==> src/rtl/acq_capture_ctrl.sv <==
// Trigger-qualified multi-channel ADC capture into a 32-bit byte-addressed BRAM.
// state | meaning: IDLE waiting for arm | ARMED waiting for trigger | CAPTURE writing window | DONE window complete
module acq_capture_ctrl #(
  parameter int DATA_W   = 14,
  parameter int CH       = 2,
  parameter int LEN_W    = 10,
  parameter int SIGN_EXT = 0
) (
  input  logic                   clk,
  input  logic                   rstn,
  input  logic                   i_arm,
  input  logic                   i_abort,
  input  logic [1:0]             i2_trig_mode,
  input  logic                   i_sw_trig,
  input  logic                   i_ext_trig,
  input  logic [LEN_W-1:0]       i_len,
  input  logic                   i_sample_valid,
  input  logic [CH*DATA_W-1:0]   i_data,
  output logic [3:0]             o4_bram_we,
  output logic [31:0]            o32_bram_addr,
  output logic [31:0]            o32_bram_data,
  output logic                   o_bram_en,
  output logic                   o_bram_rst,
  output logic                   o_busy,
  output logic                   o_done,
  output logic                   o_irq,
  output logic                   o_overrun,
  output logic [LEN_W+3:0]       o_words
);

  localparam int WW = LEN_W + 4;

  typedef enum logic [1:0] {S_IDLE, S_ARMED, S_CAPTURE, S_DONE} state_t;

  state_t                r_state;
  state_t                w_state_nxt;

  logic                  r_ext_d;
  logic [1:0]            r_mode;
  logic [WW-1:0]         r_target;
  logic [WW-1:0]         r_words;
  logic [3:0]            r_rem;
  logic [CH*DATA_W-1:0]  r_shift;
  logic [3:0]            r_we;
  logic [31:0]           r_addr;
  logic [31:0]           r_data;
  logic                  r_irq;
  logic                  r_ovr;

  logic                  w_trig_cond;
  logic                  w_trig;
  logic                  w_ser_busy;
  logic                  w_accept;
  logic                  w_ser_wr;
  logic                  w_wr;
  logic                  w_last;
  logic                  w_arm_ok;
  logic [DATA_W-1:0]     w_sample;
  logic [WW-1:0]         w_len_eff;
  logic [WW-1:0]         w_target_in;

  function automatic logic [31:0] f_ext(input logic [DATA_W-1:0] s);
    if (SIGN_EXT != 0) return 32'($signed(s));
    else               return 32'(s);
  endfunction

  always_comb begin
    w_trig_cond = 1'b1;
    case (r_mode)
      2'd1:    w_trig_cond = i_sw_trig;
      2'd2:    w_trig_cond = i_ext_trig & ~r_ext_d;
      default: w_trig_cond = 1'b1;
    endcase
  end

  assign w_trig      = (r_state == S_ARMED) & w_trig_cond;
  assign w_ser_busy  = (r_rem != 4'd0);
  assign w_accept    = i_sample_valid &
                       (((r_state == S_CAPTURE) & ~w_ser_busy) | w_trig);
  assign w_ser_wr    = (r_state == S_CAPTURE) & w_ser_busy;
  assign w_wr        = w_accept | w_ser_wr;
  assign w_last      = w_wr & (r_words == (r_target - WW'(1)));
  assign w_arm_ok    = i_arm & ~i_abort & ((r_state == S_IDLE) | (r_state == S_DONE));
  assign w_sample    = w_accept ? i_data[DATA_W-1:0] : r_shift[DATA_W-1:0];
  // A zero length selects the full 2^LEN_W window.
  assign w_len_eff   = (i_len == '0) ? (WW'(1) << LEN_W) : WW'(i_len);
  assign w_target_in = w_len_eff * WW'(CH);

  always_ff @(posedge clk) begin
    if (!rstn) r_state <= S_IDLE;
    else       r_state <= w_state_nxt;
  end

  always_comb begin
    w_state_nxt = r_state;
    if (i_abort) begin
      w_state_nxt = S_IDLE;
    end else begin
      case (r_state)
        S_IDLE, S_DONE: if (i_arm) w_state_nxt = S_ARMED;
        S_ARMED: begin
          if (w_last)      w_state_nxt = S_DONE;
          else if (w_trig) w_state_nxt = S_CAPTURE;
        end
        S_CAPTURE: if (w_last) w_state_nxt = S_DONE;
        default: w_state_nxt = S_IDLE;
      endcase
    end
  end

  always_comb begin
    o_busy = 1'b0;
    o_done = 1'b0;
    case (r_state)
      S_ARMED, S_CAPTURE: o_busy = 1'b1;
      S_DONE:             o_done = 1'b1;
      default: ;
    endcase
  end

  // Channel 0 is written straight from i_data; the rest drain from r_shift.
  always_ff @(posedge clk) begin
    if (!rstn) begin
      r_ext_d  <= 1'b0;
      r_mode   <= 2'd0;
      r_target <= '0;
      r_words  <= '0;
      r_rem    <= 4'd0;
      r_shift  <= '0;
      r_we     <= 4'd0;
      r_addr   <= 32'd0;
      r_data   <= 32'd0;
      r_irq    <= 1'b0;
      r_ovr    <= 1'b0;
    end else begin
      r_ext_d <= i_ext_trig;
      r_we    <= 4'd0;
      r_irq   <= 1'b0;
      if (i_abort) begin
        r_rem <= 4'd0;
        r_ovr <= 1'b0;
      end else begin
        if (w_arm_ok) begin
          r_mode   <= i2_trig_mode;
          r_target <= w_target_in;
          r_words  <= '0;
          r_ovr    <= 1'b0;
        end
        if (w_wr) begin
          r_we    <= 4'b1111;
          r_addr  <= 32'({r_words, 2'b00});
          r_data  <= f_ext(w_sample);
          r_words <= r_words + WW'(1);
          r_irq   <= w_last;
        end
        if (w_accept) begin
          r_shift <= i_data >> DATA_W;
          r_rem   <= 4'(CH - 1);
        end else if (w_ser_wr) begin
          r_shift <= r_shift >> DATA_W;
          r_rem   <= r_rem - 4'd1;
        end
        if (i_sample_valid & w_ser_wr) r_ovr <= 1'b1;
      end
    end
  end

  assign o4_bram_we    = r_we;
  assign o32_bram_addr = r_addr;
  assign o32_bram_data = r_data;
  assign o_bram_en     = 1'b1;
  assign o_bram_rst    = ~rstn;
  assign o_irq         = r_irq;
  assign o_overrun     = r_ovr;
  assign o_words       = r_words;

endmodule

==> config.mk <==
export PLATFORM = sky130hd
export DESIGN_NAME = acq_capture_ctrl
export DESIGN_NICKNAME = d
export VERILOG_FILES = /design/src/rtl/acq_capture_ctrl.sv
export SDC_FILE = /design/constraint.sdc
export NUM_CORES = 1
export LEC_CHECK = 0
export ABC_AREA = 1
export ABC_CLOCK_PERIOD_IN_PS = 3600
export BUFFER_PORTS_ARGS = -buffer_cell sky130_fd_sc_hd__buf_2
export CELL_PAD_IN_SITES_DETAIL_PLACEMENT = 0
export CELL_PAD_IN_SITES_GLOBAL_PLACEMENT = 1
export CORE_MARGIN = 3
export CORE_UTILIZATION = 38
export CTS_BUF_LIST = sky130_fd_sc_hd__clkbuf_8 sky130_fd_sc_hd__clkbuf_16
export DETAILED_ROUTE_END_ITERATION = 10
export GPL_TIMING_DRIVEN = 1
export PLACE_DENSITY_LB_ADDON = 0.15
export SYNTH_ARGS = -nofsm -noshare
export SYNTH_HDL_FRONTEND = slang
export SYNTH_SLANG_ARGS = --single-unit
==> constraint.sdc <==
create_clock -name clk -period 3.6 [get_ports clk]
set_input_delay 0.72 -clock clk [delete_from_list [all_inputs] [get_ports clk]]
set_output_delay 0.72 -clock clk [all_outputs]
set_load 0.02 [all_outputs]
==> impl_metrics.py <==
metrics = {
    "placed_design": {
        "gp_congestion": 0.811,
        "hpwl_mm": 8.00,
        "place_inst": 778,
        "io_buffer_count": 97,
    },
    "power_and_ir_drop": {
        "p_int_mw": 1.47,
        "p_sw_share_pct": 29.1,
        "p_leak_nw": 2.17,
        "power.density_nw_per_um2": 437,
        "comb_power_share_pct": 15.7,
        "p_clk_share_pct": 39.6,
        "switchingPower_uw": 602,
        "p_seq_share_pct": 44.7,
        "vdd_drop_max_mv": 0.169,
    },
    "setup_path": {
        "path_cells": "inv_1, ha_1, a21oi_1, nand2_1, nand2_1, nand2_2, nand2_4, nand2_4, nand2_4, inv_2, o21ai_0, a31oi_1",
        "cp-start-kind": "flop",
        "cp_max_fo": 55,
        "max_stage_delay_ps": 590,
        "path_buf_inv": 2,
        "arrival_ps": 2960,
        "worstReg2RegStart": "r_mode[0]",
        "crit_family": "simple AND/OR/NAND/NOR gates",
        "cp.required_ps": 3870,
        "crit_slowest_cell": "inv_2",
        "cp-startpoint": "r_mode[0]",
        "worstSetupEndpointType": "flop",
        "cp_common_cell": "nand2_4",
        "path_class": "reg2reg",
    },
    "floorplan": {
        "core_area_um2": 10400,
        "rows": 37,
        "die_area_um2": 12000,
        "ios": 135,
        "dieHeight_um": 109,
        "fp.dieW_um": 109,
        "start_util_pct": 39.2,
    },
    "timing": {
        "tightest_slew_ps": 745,
        "finalSetupViolations": 0,
        "fmax_mhz": 372,
        "tns_ps": 0,
        "rsz0062_at_grt": "no",
        "min_period_over_period_pct": 74.8,
        "finClkSkew_ps": 16.0,
        "whs_ps": 468,
        "finalCriticalPeriod_ps": 2690,
        "max_slew_margin_pct": 50.3,
        "final_hold_viol_count": 0,
        "slew_violations": 0,
    },
    "logic_synthesis": {
        "ys_seq_area_share_pct": 38.9,
        "netlist_area_um2": 4070,
        "yosys.cell_types.count": 35,
        "synth_cells": 568,
        "ys_warn_count": 0,
        "ys_seq_elements": 79,
        "post_synth.cell_area_avg_um2": 7.16,
    },
    "global_route": {
        "use_met3_pct": 4.23,
        "antenna_found_initial": 0,
        "overflow": 0,
        "grt_use_total_pct": 18.2,
        "grt_pass1_vias": 3598,
        "grt_first_pass_wirelength_mm": 17.1,
        "use_met1_pct": 23.8,
        "grt.busiest_layer": "met2",
        "use_met2_pct": 29.8,
        "grt_max_degree": 56,
    },
    "route": {
        "firstDrtPassIters": 5,
        "postRouteAntennaNets": 0,
        "wire_per_inst_um": 13.4,
        "routed_wl_mm": 10.7,
        "drc": 0,
        "via_count": 3771,
        "drt_iter0_markers": 138,
        "viasPerCell": 4.75,
    },
    "min_path": {
        "min_from": "r_rem[1]",
        "hold_class": "reg2reg",
    },
    "clock_tree": {
        "path_clk_slew_ps": 90,
        "clock_latency_ps": 360,
        "cts_root_buf": "clkbuf_8",
        "h-tree-depth": 3,
        "post-cts-setup-buffer-count": 0,
        "cts.sinks": 79,
        "ctsResizeCount": 0,
        "cts_tree": "done",
        "clk_path_buf_depth": 2,
        "postCtsHoldBufs": 0,
        "cts_buffers": 9,
    },
    "run_status": {
        "outcome": "completed",
    },
    "final_layout": {
        "final_cell_mix": "nand2_1, buf_2, dfxtp_1",
        "mostFrequentLayoutCell": "nand2_1",
        "antenna_cells": 0,
        "drive_gt1_share_pct": 19.9,
        "fin_nets": 708,
        "syn_to_final_growth_pct": 16.4,
        "instances_no_fill": 794,
        "fill_cells": 1112,
    },
    "run": {
        "maxCapViolCount": 0,
    },
}
## synth_stat cells (all sizes together)
cell type / count / area (um2)
nand2: 133 / 541
dfxtp: 79 / 1580
a31oi: 16 / 115
buf: 46 / 329
nand3b: 2 / 27.5
and2: 1 / 6.26
nand4: 3 / 18.8
nor3: 9 / 50.1
xor2: 9 / 78.8
clkbuf: 14 / 52.6
o21a: 1 / 7.51
xnor2: 1 / 8.76
or2: 1 / 6.26
nand3: 35 / 175
o21ai: 54 / 270
inv: 53 / 201
nor4: 2 / 12.5
nor3b: 1 / 7.51
a211oi: 4 / 30.0
conb: 2 / 7.51
ha: 8 / 100
nor2: 48 / 208
a21oi: 46 / 230
## power groups by stage
stage | clock [mW] | combinational (mW) | sequential (mW)
after detailed placement | 0 | 0.325 | 0.945
after global placement | 0 | 0.322 | 0.945
after floorplan | 0 | 0.253 | 0.957
final | 0.819 | 0.325 | 0.925
after CTS | 0.834 | 0.327 | 0.925
after global routing | 0.870 | 0.372 | 0.929
## flip-flops by register name (all words and copies together) (netlist names)
signal	flops
r_state	2
o_words	14
o4_bram_we	1
r_target	11
r_shift	14
o32_bram_addr	14
o_overrun	1
r_ext_d	1
o32_bram_data	14
r_rem	4
o_irq	1
r_mode	2
## tightest hold or removal path, delay by kind of cell (launching register included)
kind,cells,cell delay [ps]
and+or+nand+nor,1,60
DFF,1,310
AOI/OAI and AO/OA,1,50
## layer usage
layer / vias up / share of wire [%]
li1: 1940 / -
met1: 1705 / 45
met2: 107 / 47
met3: 19 / 5.9
met4: 0 / 1.6
met5: - / 0
## cell families after synthesis
| kind of cell | Yosys count | share of synthesized area [%] |
|---|---|---|
| AO/OA/AOI/OAI | 121 | 16.1 |
| XOR/XNOR | 10 | 2.15 |
| adder cells (fa/ha/maj) | 8 | 2.46 |
| buffers and inverters | 113 | 14.3 |
| flip-flops | 79 | 38.9 |
| other | 2 | 0.185 |
| AND/OR/NAND/NOR | 235 | 25.9 |
## per-stage QoR
stage                     power [mW]  setup slack, ps  util, %  cell area (um2)
after floorplan                 1.21             1240        -             4200
after global placement          1.27              810     43.3             4490
after detailed placement        1.27              697     43.3             4490
after CTS                       2.09              891     45.6             4730
after global routing            2.17              596     45.6             4730
final                           2.07              909     45.6             4730
## final cells by class
type | count | area, um2 | area share [%]
repair buffers | 99 | 500 | 10.6
clock buffers | 9 | 124 | 2.62
flip-flops and latches | 79 | 1580 | 33.4
clock inverters | 7 | 121 | 2.57
well taps | 136 | 170 | 3.60
inverters | 53 | 201 | 4.26
multi-input cells | 411 | 2030 | 43.0
## worst paths after layout
check | to | slack (ps) | cells past startpoint
min reg2reg | r_rem[1] | 470 | 2
max reg2reg | o32_bram_data[7] | 910 | 12
max | o32_bram_data[7] | 910 | 12
min | r_rem[1] | 470 | 2
Power figures use the tool's default switching activity.
